--- src/rtl/mem_port_arbiter.sv ---
// Shares one memory port between instruction fetch and load/store; data has priority, but fetch is forced after STARVE_LIMIT data grants.
// Latency: a request sampled at edge E gets its ready pulse in cycle E+LATENCY; one access per LATENCY+1 cycles.
// Backpressure: a requester holds req and fields until granted; no grant is made while an access is in progress.
module mem_port_arbiter #(
  parameter int LATENCY      = 2,
  parameter int STARVE_LIMIT = 4
) (
  input  logic        clk,
  input  logic        reset,
  input  logic        if_req,
  input  logic [31:0] if_addr,
  output logic [31:0] if_rdata,
  output logic        if_ready,
  input  logic        d_req,
  input  logic        d_we,
  input  logic [31:0] d_addr,
  input  logic [31:0] d_wdata,
  input  logic [2:0]  d_ctrl,
  output logic [31:0] d_rdata,
  output logic        d_ready,
  output logic [31:0] mem_addr,
  output logic        mem_we,
  output logic        mem_usignext,
  output logic [1:0]  mem_width,
  output logic [31:0] mem_wdata,
  input  logic [31:0] mem_rdata,
  output logic        busy
);

  localparam int CW = (LATENCY > 1) ? $clog2(LATENCY) : 1;
  localparam int SW = $clog2(STARVE_LIMIT + 1);
  localparam logic [CW-1:0] CNT_INIT     = CW'(LATENCY - 1);
  localparam logic [SW-1:0] STARVE_MAX   = SW'(STARVE_LIMIT);
  localparam logic          SINGLE_CYCLE = (LATENCY == 1);

  typedef enum logic [1:0] {
    S_IDLE   = 2'd0,
    S_ACCESS = 2'd1,
    S_RESP   = 2'd2
  } state_t;

  state_t        state_q;
  logic [CW-1:0] cnt_q;
  logic [SW-1:0] starve_q, starve_d;
  logic          owner_data_q;
  logic          store_q;
  logic [31:0]   mem_addr_q, mem_wdata_q;
  logic [1:0]    mem_width_q;
  logic          mem_usx_q, mem_we_q;
  logic [31:0]   if_rdata_q, d_rdata_q;
  logic          if_ready_q, d_ready_q, busy_q;

  logic          can_grant, fetch_forced, grant_data, grant_fetch;

  // Grant decision for the coming edge and the next value of the starvation counter.
  always_comb begin
    can_grant    = (state_q != S_ACCESS);
    fetch_forced = if_req && (starve_q == STARVE_MAX);
    grant_data   = can_grant && d_req && !fetch_forced;
    grant_fetch  = can_grant && if_req && !grant_data;
    starve_d     = starve_q;
    if (grant_fetch) begin
      starve_d = '0;
    end else if (grant_data && if_req && (starve_q != STARVE_MAX)) begin
      starve_d = starve_q + SW'(1);
    end
  end

  // Port sequencer: grant in IDLE/RESP, hold the port for LATENCY cycles, then deliver one ready pulse.
  always_ff @(posedge clk or negedge reset) begin
    if (!reset) begin
      state_q      <= S_IDLE;
      cnt_q        <= '0;
      starve_q     <= '0;
      owner_data_q <= 1'b0;
      store_q      <= 1'b0;
      mem_addr_q   <= '0;
      mem_wdata_q  <= '0;
      mem_width_q  <= 2'b10;
      mem_usx_q    <= 1'b0;
      mem_we_q     <= 1'b0;
      if_rdata_q   <= '0;
      d_rdata_q    <= '0;
      if_ready_q   <= 1'b0;
      d_ready_q    <= 1'b0;
      busy_q       <= 1'b0;
    end else begin
      if_ready_q <= 1'b0;
      d_ready_q  <= 1'b0;
      starve_q   <= starve_d;
      case (state_q)
        S_ACCESS: begin
          if (cnt_q == '0) begin
            // Final access cycle: the memory output belongs to the current owner.
            if (owner_data_q) begin
              d_rdata_q <= mem_rdata;
              d_ready_q <= 1'b1;
            end else begin
              if_rdata_q <= mem_rdata;
              if_ready_q <= 1'b1;
            end
            mem_we_q <= 1'b0;
            busy_q   <= 1'b0;
            state_q  <= S_RESP;
          end else begin
            cnt_q    <= cnt_q - CW'(1);
            // The write strobe only covers the last held cycle, so a store writes once.
            mem_we_q <= store_q && (cnt_q == CW'(1));
          end
        end
        default: begin
          if (grant_data) begin
            owner_data_q <= 1'b1;
            store_q      <= d_we;
            mem_addr_q   <= d_addr;
            mem_wdata_q  <= d_wdata;
            mem_usx_q    <= d_ctrl[2];
            mem_width_q  <= d_ctrl[1:0];
            mem_we_q     <= d_we && SINGLE_CYCLE;
            cnt_q        <= CNT_INIT;
            busy_q       <= 1'b1;
            state_q      <= S_ACCESS;
          end else if (grant_fetch) begin
            // Fetch always reads a full word; the write data register is left as is.
            owner_data_q <= 1'b0;
            store_q      <= 1'b0;
            mem_addr_q   <= if_addr;
            mem_usx_q    <= 1'b0;
            mem_width_q  <= 2'b10;
            mem_we_q     <= 1'b0;
            cnt_q        <= CNT_INIT;
            busy_q       <= 1'b1;
            state_q      <= S_ACCESS;
          end else begin
            busy_q  <= 1'b0;
            state_q <= S_IDLE;
          end
        end
      endcase
    end
  end

  assign if_rdata     = if_rdata_q;
  assign if_ready     = if_ready_q;
  assign d_rdata      = d_rdata_q;
  assign d_ready      = d_ready_q;
  assign mem_addr     = mem_addr_q;
  assign mem_we       = mem_we_q;
  assign mem_usignext = mem_usx_q;
  assign mem_width    = mem_width_q;
  assign mem_wdata    = mem_wdata_q;
  assign busy         = busy_q;

endmodule

--- config.mk ---
export PLATFORM = sky130hd
export DESIGN_NAME = mem_port_arbiter
export DESIGN_NICKNAME = d
export VERILOG_FILES = /design/src/rtl/mem_port_arbiter.sv
export SDC_FILE = /design/constraint.sdc
export NUM_CORES = 1
export LEC_CHECK = 0
export CAP_MARGIN = 20
export CORE_UTILIZATION = 40
export CTS_BUF_LIST = sky130_fd_sc_hd__clkbuf_16
export DETAILED_ROUTE_END_ITERATION = 6
export PLACE_DENSITY = 0.81
export SLEW_MARGIN = 20
export SYNTH_ARGS = -nofsm -noshare
export SYNTH_HDL_FRONTEND = slang
export SYNTH_SLANG_ARGS = --single-unit
--- constraint.sdc ---
create_clock -name clk -period 2.9 [get_ports clk]
set_input_delay 0.435 -clock clk [delete_from_list [all_inputs] [get_ports clk]]
set_output_delay 0.435 -clock clk [all_outputs]
set_load 0.03 [all_outputs]
==> flow_summary.json, run 1 <==
{
  "clock_latency_ns": 0.41,
  "route.antenna.remaining_nets": 0,
  "hold_viol_final": 0,
  "finalWorstSetupSlack_ns": 0.809,
  "hold_buffers": 0,
  "die_w_microns": 124,
  "cp-start-kind": "flop",
  "final_cell_count_no_fill": 902,
  "fin_skew_ns": 0.00596,
  "port_buffers": 270,
  "via_per_inst": 5.24,
  "grt_pass1_vias": 4810,
  "grt_overflow_total": 0,
  "critPathArrivalTime_ns": 1.66,
  "cts_setup_buffers": 0,
  "multiInputGateArea_sq_um": 2040,
  "whs_ns": 0.0207,
  "ys_seq_area_frac": 0.599,
  "num_antenna_cells": 0,
  "power_density_nw_per_um2": 1270,
  "htreeDepth": 4,
  "drt_iter0_drc": 200,
  "pin_count": 271,
  "path_class": "flop to output pin",
  "endpoint_kind": "output pin",
  "hpwl_microns": 11400,
  "path_buf_inv": 1,
  "required_ns": 2.47,
  "layout.nets": 843,
  "dpl_worst_slack_ns": 0.728,
  "wirelength_microns": 16000,
  "fill_cells": 1068,
  "cts_sinks": 142,
  "final_layout_size_suffix_gt1_frac": 0.205,
  "max_freq_mhz": 478,
  "period_share": 0.721,
  "finalMaxSlewViolations": 0,
  "rsz0062_at_grt": "false",
  "gp_congestion": 0.767,
  "grt_max_degree": 72,
  "ys_ff_latch": 142,
  "num_rows": 44,
  "clk_pin_slew_worst_paths_ns": 0.06,
  "slew_headroom": 0.582,
  "cts_resized": 0,
  "worstSetupStartpoint": "mem_width[1]",
  "fp.coreArea_sq_um": 14500,
  "start_util": 0.410,
  "die_height_microns": 124,
  "grt_pass1_wl_microns": 24400,
  "max_slew.worst_pin.slew_ns": 0.628,
  "hp-class": "primary input to async pin",
  "worst-path-max-fanout": 2,
  "p_leak_nw": 3.87,
  "grt_usage": 0.211,
  "syn_area_sq_um": 5930,
  "cap_viol_max_count": 0,
  "dp_cells": 870,
  "synth.net_count": 579,
  "cts_buffer_depth": 2,
  "antenna_found_initial": 0,
  "cts_made_buffers": 17,
  "slowest_stage": "clkdlybuf4s50_1",
  "register_area_sq_um": 3550,
  "min_period_ns": 2.09,
  "vias": 4722,
  "syn_area_per_cell_sq_um": 13.4,
  "dr.pass1.iters": 4,
  "r2r-start": "state_q[0]",
  "path_cells": "clkdlybuf4s50_1",
  "drc": 0,
  "die_area_sq_um": 15300,
  "setup_viol": 0,
  "slowest_delay_ns": 0.72,
  "yosysTopAreaCellShare": 0.595,
  "status": "completed",
  "cpLargestDelayFamily": "buffers and inverters",
  "synth_warnings": 0,
  "syn2layout_area_growth_pct": 57.6,
  "yosysTopAreaCell": "dfrtp_1",
  "synthCells": 441,
  "wire_per_inst_microns": 17.7,
  "cts-root-buf": "clkbuf_16",
  "finalSetupTns_ns": 0,
  "cts_tree": "yes",
  "vdd_ir_drop_max_mv": 0.553,
  "yosys-top-cells-area": "dfrtp_1 (59%), mux2_2 (17%), o2111ai_1 (4.7%)",
  "yosys.cell_types.count": 30
}
routing by layer:
layer	vias up	routed length (microns)	part of all wire	track usage
li1	2134	-	-	-
met3	28	1280	0.080	0.0618
met2	230	8080	0.50	0.357
met1	2330	6310	0.39	0.251
met5	-	0	0	0
met4	0	341	0.021	0.0813
flip-flops by register name, indices dropped and copies added, names as in the netlist:
signal        flops
cnt_q             1
d_rdata          32
d_ready           1
if_rdata         32
if_ready          1
mem_addr         32
mem_usignext      1
mem_wdata        32
mem_we            1
mem_width         2
owner_data_q      1
starve_q          3
state_q           2
store_q           1
cells by family (layout without fill, tap and decap cells):
| kind of cell | after synthesis | in the layout | synth area share |
|---|---|---|---|
| adders and majority gates | 2 | 2 | 0.00422 |
| DFF | 142 | 142 | 0.599 |
| muxes | 96 | 96 | 0.186 |
| AOI/OAI and AO/OA | 107 | 107 | 0.129 |
| buffers and inverters | 72 | 349 | 0.0578 |
| and+or+nand+nor | 22 | 22 | 0.0232 |
worst paths after layout:
| check | endpoint | slack (ns) | depth (start not counted) |
|---|---|---|---|
| worst max-delay path | mem_width[1] | 0.81 | 1 |
| worst min-delay path | if_rdata[28] | 0.02 | 1 |
| min in group clk | mem_width[1] | 0.47 | 2 |
| worst max register to register | mem_wdata[9] | 0.86 | 4 |
| worst min register to register | mem_width[1] | 0.47 | 2 |
| max in group asynchronous | mem_width[1] | 2.02 | 2 |
through the flow:
stage / power (mW) / util / cell area, sq um
finish: 11.9 / 0.645 / 9340
global route: 12.5 / 0.645 / 9340
CTS: 12.0 / 0.645 / 9340
detailed placement: 9.80 / 0.604 / 8750
global placement: 9.61 / 0.604 / 8750
floorplan: 7.22 / - / 5930
cell type report:
type,count,area share
repair buffers,281,0.298
well taps,184,0.0246
inverters,36,0.0145
clock inverters,15,0.0183
multi-input cells,227,0.218
clock buffers,17,0.0455
flip-flops and latches,142,0.380
power by group:
part / switching [mW] / total, mW / internal (mW)
Combinational: 3.38 / 6.17 / 2.80
Sequential: 0.573 / 3.56 / 2.99
Clock: 0.828 / 2.17 / 1.35
Total: 4.78 / 11.9 / 7.13
cell usage in the layout (no fill, tap or decap), drive strengths merged, types with 2 or more instances in the layout:
master         netlist  final
clkdlybuf4s50        0    269
dfrtp              141    141
mux2                96     96
inv                 36     38
o21ai               33     33
o2111ai             32     32
o211ai              32     32
clkbuf              24     17
buf                 12     12
clkinv               0      7
nand3                6      6
nand2                6      6
a22o                 3      3
bufinv               0      3
clkinvlp             0      3
nor2                 3      3
o2bb2ai              2      2
ha                   2      2
nor2b                2      2
cell usage after synthesis, drive strengths merged:
cell and number:
a2bb2oi 1, a21oi 1, mux2 96, buf 12, nand2b 1, a21o 1
dfstp 1, o21ai 33, o2111ai 32, nand3 6, nand2 6, and3 1
nor2 3, o21bai 1, nor3 1, a32oi 1, o2bb2ai 2, clkbuf 24
nor3b 1, nor2b 2, a22o 3, dfrtp 141, ha 2, o211ai 32
and2 1, inv 36
Power figures use the tool's default switching activity.
==> run 2, diff against run 1 <==
CORE_UTILIZATION = 38   (was 40)
PLACE_DENSITY = 0.8   (was 0.81)
clock period = 1.92 ns   (was 2.9 ns; I/O delays follow)
==> run 2 against run 1 <==
Net effect:
- final cell count rose by 1.6%
- wire length grew 1.4%
- highest routed layer unchanged
- largest power group unchanged
- critical endpoint is now busy
- combinational power grew 55%
- sequential power increased by 51%
==> flow_summary.json, run 2 (synthesis results as in run 1) <==
{
  "p_leak_nw": 3.92,
  "start_util": 0.390,
  "setup_viol": 0,
  "clk_pin_slew_worst_paths_ns": 0.06,
  "max_slew.worst_pin.slew_ns": 0.414,
  "vias": 4795,
  "final_cell_area_sq_um": 9480,
  "die_area_sq_um": 16100,
  "status": "completed",
  "slowest_stage": "clkdlybuf4s50_1",
  "rsz0062_at_grt": "false",
  "wl_met3_microns": 991,
  "final_layout_size_suffix_gt1_frac": 0.213,
  "grt_usage": 0.207,
  "max_freq_mhz": 538,
  "required_ns": 1.63,
  "finalWorstSetupSlack_ns": 0.0626,
  "slew_headroom": 0.724,
  "fin_skew_ns": 0.00665,
  "grt_pass1_wl_microns": 25800,
  "finalMaxSlewViolations": 0,
  "htreeDepth": 4,
  "worst-path-max-fanout": 3,
  "route.antenna.remaining_nets": 0,
  "multiInputGateArea_sq_um": 2040,
  "antenna_found_initial": 0,
  "cp-start-kind": "flop",
  "min_period_ns": 1.86,
  "dpl_cell_area_sq_um": 8880,
  "wirelength_microns": 16200,
  "power_density_nw_per_um2": 1920,
  "fin_total_pwr_mw": 18.2,
  "cts_tree": "yes",
  "wire_per_inst_microns": 17.7,
  "dr.pass1.iters": 5,
  "die_height_microns": 127,
  "vdd_ir_drop_max_mv": 1.07,
  "drc": 0,
  "num_rows": 45,
  "grt_overflow_total": 0,
  "pin_count": 271,
  "hold_viol_final": 0,
  "clock_latency_ns": 0.42,
  "slowest_delay_ns": 0.74,
  "hpwl_microns": 11600,
  "dpl_worst_slack_ns": 0.0180,
  "wl_met2_microns": 8360,
  "endpoint_kind": "output pin",
  "whs_ns": 0.335,
  "final_common_cell": "clkdlybuf4s50_1",
  "period_share": 0.967,
  "cts_made_buffers": 17,
  "cpLargestDelayFamily": "buffers and inverters",
  "path_cells": "clkdlybuf4s50_1",
  "cts_buffer_depth": 2,
  "fp.coreArea_sq_um": 15200,
  "via_per_inst": 5.23,
  "num_antenna_cells": 0,
  "port_buffers": 270,
  "path_class": "flop to output pin",
  "register_area_sq_um": 3550,
  "grt_max_degree": 59,
  "fill_cells": 1156,
  "maxUsedRoutingLayer": "met4",
  "mostFrequentLayoutCells": "clkdlybuf4s50_1 (268), dfrtp_1 (141), mux2_2 (90), inv_1 (36)",
  "cts_sinks": 142,
  "cts-root-buf": "clkbuf_16",
  "drt_iter0_drc": 220,
  "grt_pass1_vias": 5052,
  "post-route-util": 0.623,
  "cap_viol_max_count": 0,
  "final_cell_count_no_fill": 916,
  "m1WireLength_microns": 6420,
  "critPathArrivalTime_ns": 1.57,
  "path_buf_inv": 1,
  "dp_cells": 883,
  "syn2layout_area_growth_pct": 59.8,
  "layout.nets": 853,
  "die_w_microns": 127,
  "finalSetupTns_ns": 0,
  "gp_congestion": 0.856,
  "hp-class": "primary input to async pin"
}
## run 2: cell types whose count changed in the layout (fill, tap and decap cells not counted), moves of 2 or more
cell | before | now
buf_12 | 0 | 5
buf_4 | 11 | 15
clkinv_2 | 4 | 1
clkinv_4 | 3 | 1
clkinvlp_4 | 3 | 5
inv_6 | 1 | 4
## run 2: cell type report
type | count | area share
flip-flops and latches | 142 | 0.375
repair buffers | 291 | 0.309
clock buffers | 17 | 0.0449
well taps | 188 | 0.0248
clock inverters | 15 | 0.0170
multi-input cells | 227 | 0.215
inverters | 36 | 0.0143
## run 2: power breakdown
part / switching (mW) / total (mW) / internal (mW)
registers: 0.858 / 5.37 / 4.51
logic: 5.17 / 9.54 / 4.37
clock network: 1.33 / 3.26 / 1.93
## run 2: repair_timing
item	4_1_cts	5_1_grt
endpoints found under the setup margin	1	0
hold endpoints to repair	34	0
gates resized for setup	1	0
hold buffers	1	0
setup buffers	0	0
## run 2: path summary, 6_finish.rpt
| kind | start | slack [ns] | cells past startpoint | to |
|---|---|---|---|---|
| max reg2reg | starve_q[0] | 0.13 | 6 | mem_wdata[14] |
| min in group clk | d_ctrl[1] | 0.43 | 2 | mem_width[1] |
| min | reset | 0.34 | 2 | mem_wdata[0] |
| max in group asynchronous | reset | 0.90 | 3 | mem_width[1] |
| min reg2reg | mem_width[1] | 0.47 | 2 | mem_width[1] |
| max | state_q[0] | 0.06 | 1 | busy |
## run 2: layer usage
metal | vias up | GRT usage
li1 | 2160 | -
met1 | 2338 | 0.243
met5 | - | 0
met4 | 0 | 0.101
met3 | 40 | 0.0456
met2 | 257 | 0.359
==> run 3, diff against run 2 <==
CORE_UTILIZATION = 40   (was 38)
CTS_CLUSTER_SIZE = 14   (was default)
PLACE_DENSITY = 0.81   (was 0.8)
clock period = 2.02 ns   (was 1.92 ns; I/O delays follow)
==> run 3 against run 2 <==
Net effect:
- sequential share of layout area down 0.14 points
- sequential cell count unchanged
- global-route usage up 0.83 points
- die area down 4.9%
- critical endpoint is now mem_width[1]
- count of clock-buffer cells in the layout unchanged
- clock power about the same
- worst hold slack better by 0.075 ns
- largest cell class unchanged
- highest routed layer unchanged
- critical path depth unchanged
- via count down 0.21%
==> flow_summary.json, run 3 (synthesis results as in run 1) <==
{
  "hp-class": "primary input to async pin",
  "clock_latency_ns": 0.41,
  "hpwl_microns": 11700,
  "worstSetupStartpoint": "mem_width[1]",
  "critPathArrivalTime_ns": 1.66,
  "route.antenna.remaining_nets": 0,
  "cts_sinks": 142,
  "path_cells": "clkdlybuf4s50_1",
  "start_util": 0.410,
  "port_buffers": 270,
  "cts_setup_buffers": 0,
  "status": "completed",
  "finalMaxSlewViolations": 0,
  "vias": 4785,
  "num_rows": 44,
  "cap_viol_max_count": 0,
  "rsz0062_at_grt": "false",
  "wirelength_microns": 16300,
  "setup_viol": 0,
  "grt_max_degree": 50,
  "via_per_inst": 5.26,
  "max_freq_mhz": 510,
  "finalSetupTns_ns": 0,
  "max_slew.worst_pin.slew_ns": 0.666,
  "dr.pass1.iters": 5,
  "slew_headroom": 0.556,
  "clk_pin_slew_worst_paths_ns": 0.06,
  "die_w_microns": 124,
  "required_ns": 1.72,
  "htreeDepth": 4,
  "cts-root-buf": "clkbuf_16",
  "grt_pass1_wl_microns": 25000,
  "die_area_sq_um": 15300,
  "die_height_microns": 124,
  "fin_skew_ns": 0.00774,
  "final_common_cell": "clkdlybuf4s50_1",
  "wire_per_inst_microns": 18.0,
  "path_class": "flop to output pin",
  "fp.coreArea_sq_um": 14500,
  "r2r-start": "starve_q[0]",
  "mostFrequentLayoutCells": "clkdlybuf4s50_1 (269), dfrtp_1 (141), mux2_2 (90), inv_1 (38)",
  "worst-path-max-fanout": 2,
  "min_period_ns": 1.96,
  "cp-start-kind": "flop",
  "path_buf_inv": 1,
  "syn2layout_area_growth_pct": 60.4,
  "hold_viol_final": 0,
  "endpoint_kind": "output pin",
  "final_layout_size_suffix_gt1_frac": 0.210,
  "cts_made_buffers": 17,
  "slowest_delay_ns": 0.72,
  "drc": 0,
  "cpLargestDelayFamily": "buffers and inverters",
  "cts_buffer_depth": 2,
  "grt_usage": 0.215,
  "antenna_found_initial": 0,
  "timing.reg2reg.setup_slack_ns": 0.28,
  "grt_overflow_total": 0,
  "num_antenna_cells": 0,
  "power_density_nw_per_um2": 1830,
  "pin_count": 271,
  "gp_congestion": 0.798,
  "cts_tree": "yes",
  "grt_pass1_vias": 4920,
  "fin_total_pwr_mw": 17.4,
  "period_share": 0.970,
  "vdd_ir_drop_max_mv": 0.987,
  "slowest_stage": "clkdlybuf4s50_1",
  "p_leak_nw": 3.95,
  "layout.nets": 850,
  "drt_iter0_drc": 235
}
==> run 3: changes by cell type in the layout (fill, tap and decap cells not counted), sizes merged <==
cell and delta:
buf -3, bufinv +2, clkdlybuf4s50 +1, clkinv +3, clkinvlp -3, dlygate4sd2 -1, inv -2
==> run 3: stage by stage <==
step / utilization / setup WS (ns) / hold WS (ns) / instances / area (sq um)
after detailed placement: 0.613 / -0.0394 / 0.283 / 876 / 8880
after global routing: 0.657 / 0.0193 / 0.449 / 909 / 9510
after CTS: 0.657 / 0.0315 / 0.403 / 909 / 9510
final: 0.657 / 0.0606 / 0.410 / 909 / 9510
after floorplan: - / 0.316 / 0.00741 / 441 / 5930
after global placement: 0.613 / 0.100 / 0.282 / 876 / 8880
==> run 3: repair_timing <==
action | 4_1_cts | 5_1_grt
hold endpoints to repair | 44 | 0
hold buffers | 1 | 0
endpoints found under the setup margin | 18 | 0
gates resized for setup | 1 | 0
==> run 3: worst reg2reg max path, delay by kind of cell (launching register included) <==
family / cells / cell delay [ns]
muxes: 1 / 0.40
DFF: 1 / 0.36
and+or+nand+nor: 2 / 0.34
buffers and inverters: 2 / 0.31
adders and majority gates: 1 / 0.22
==> run 3: final timing paths <==
kind | cells past startpoint | endpoint
worst min-delay path | 2 | d_rdata[25]
worst min register to register | 2 | mem_width[1]
worst max-delay path | 1 | mem_width[1]
max in group asynchronous | 3 | mem_width[1]
min in group clk | 2 | mem_width[1]
worst max register to register | 6 | mem_wdata[19]
==> run 3: layer usage <==
metal / vias up / GRT usage / part of all wire
met5: - / 0 / 0
met4: 0 / 0.103 / 0.030
met3: 42 / 0.0591 / 0.083
met2: 271 / 0.362 / 0.50
met1: 2327 / 0.254 / 0.38
li1: 2145 / - / -
==> run 3: power breakdown <==
group          internal, mW  switching (mW)
sequential             4.29           0.818
combinational          4.15            4.90
clock                  2.06            1.20
==> run 3: final cells by class <==
type	instances	area, sq um
clock buffers	17	425
clock inverters	15	196
fillers	1042	4970
inverters	36	135
multi-input cells	227	2040
flip-flops and latches	142	3550
well taps	184	230
repair buffers	288	2930
==> patch (config.mk and constraints of run 3) <==
The parameter `STARVE_LIMIT` goes from 4 to 8.
--- a/src/rtl/mem_port_arbiter.sv
+++ b/src/rtl/mem_port_arbiter.sv
@@ -3,7 +3,7 @@
 // Backpressure: a requester holds req and fields until granted; no grant is made while an access is in progress.
 module mem_port_arbiter #(
   parameter int LATENCY      = 2,
-  parameter int STARVE_LIMIT = 4
+  parameter int STARVE_LIMIT = 8
 ) (
   input  logic        clk,
   input  logic        reset,
Function: no difference found for any inputs over 4 cycles, from zero or initial values and one cycle with reset low; that may be too few to reach the edited logic, so the function may still have changed.
==> patch against run 3 <==
The flow now finishes with violations (DRC). Cell area increased by 1.6%. Routed wire length rose by 1.1%. Synthesized area increased by 3.2%. Global-route usage rose by 0.072 points. Sequential cell count increased by 1. Clock power decreased by 2%. Power rose by 3.7%. Worst setup slack gained 45 ps. Critical endpoint unchanged.
==> patch: results (changes against run 3) <==
power:
  p_switching_uw: 7119  # +2.9%
  power.switching_fraction_pct: 39.39  # -0.31 points
  irDropWorstVdd_uv: 918.6  # -7.0%
critical_path:
  crit_arrival_ps: 1610  # -50 ps
  regToRegEndpoint: "mem_wdata[10]$_DFFE_PN0P_"
timing:
  period_share_pct: 94.80  # -2.2 points
  worstMarginPinSlew_ps: 520.1  # -145.4 ps
  finClkSkew_ps: 5.162  # -2.581 ps
yosys:
  syn-num-nets: 587  # +1.4%
  yosysUniqueCellTypes: 36  # +20%
  synth_area_leaders: "dfrtp_1 58%, mux2_2 12%, mux2_4 6.4%"
  synthTopCellsByCount: "142 x dfrtp_1, 65 x mux2_2, 38 x nand2_1, 33 x and3_1"
global_routing:
  grt_max_degree: 56  # +12%
  grt_pass1_vias: 5026  # +2.2%
  grt_util_met3_pct: 6.075  # +0.17 points
  grt_pass1_wl_um: 26470  # +6.1%
  met1_usage_pct: 25.42  # +0.035 points
placed_design:
  globalplace.congestion: 0.7912  # -0.81%
  place_area_um2: 9051  # +1.9%
  dp_hpwl_um: 11700  # +0.11%
  pre_cts_slack_ps: 70.27  # +109.7 ps
clock_tree:
  cts_resized: 0  # -1
drt:
  drt_iter0_drc: 265  # +13%
  wl_met3_um: 1208  # -11%
  viasPerCell: 5.257  # -0.13%
  wl_met1_um: 6444  # +3.0%
  drt_pre_antenna_iters: 7  # +2
  finalWirelength_um: 16520  # +1.1%
  wl_met2_um: 8537  # +3.6%
  drc_errors: 19  # +19
final_layout:
  final_layout_size_suffix_gt1_share_pct: 19.32  # -1.7 points
  nets: 855  # +0.59%
run_status:
  status: "finished with violations"
  failed_checks: "DRC"
## patch: cell count changes in the layout (fill, tap and decap cells not counted), moves of 25 or more
cell and delta:
a221o_1 +32, and3_1 +32, inv_1 -31, mux2_2 -25, nand2_1 +32, nor3_1 +32
o2111ai_1 -32, o211ai_1 -32, o21ai_0 -27
## patch: layout make-up
type	instances	area [µm²]
clock inverters	15	176.4
flip-flops and latches	143	3580
clock buffers	17	425.4
well taps	184	230.2
multi-input cells	264	2290
fillers	1065	5091
repair buffers	287	2947
inverters	4	15.01
## patch: cell families (layout without fill, tap and decap cells)
kind of cell | count (synthesis) | count (layout) | synth area share, %
multiplexers | 96 | 96 | 19.26
AO/OA/AOI/OAI | 46 | 46 | 6.830
flip-flops | 143 | 143 | 58.51
buffers and inverters | 42 | 323 | 4.335
adder cells (fa/ha/maj) | 2 | 2 | 0.4089
AND/OR/NAND/NOR | 120 | 120 | 10.65
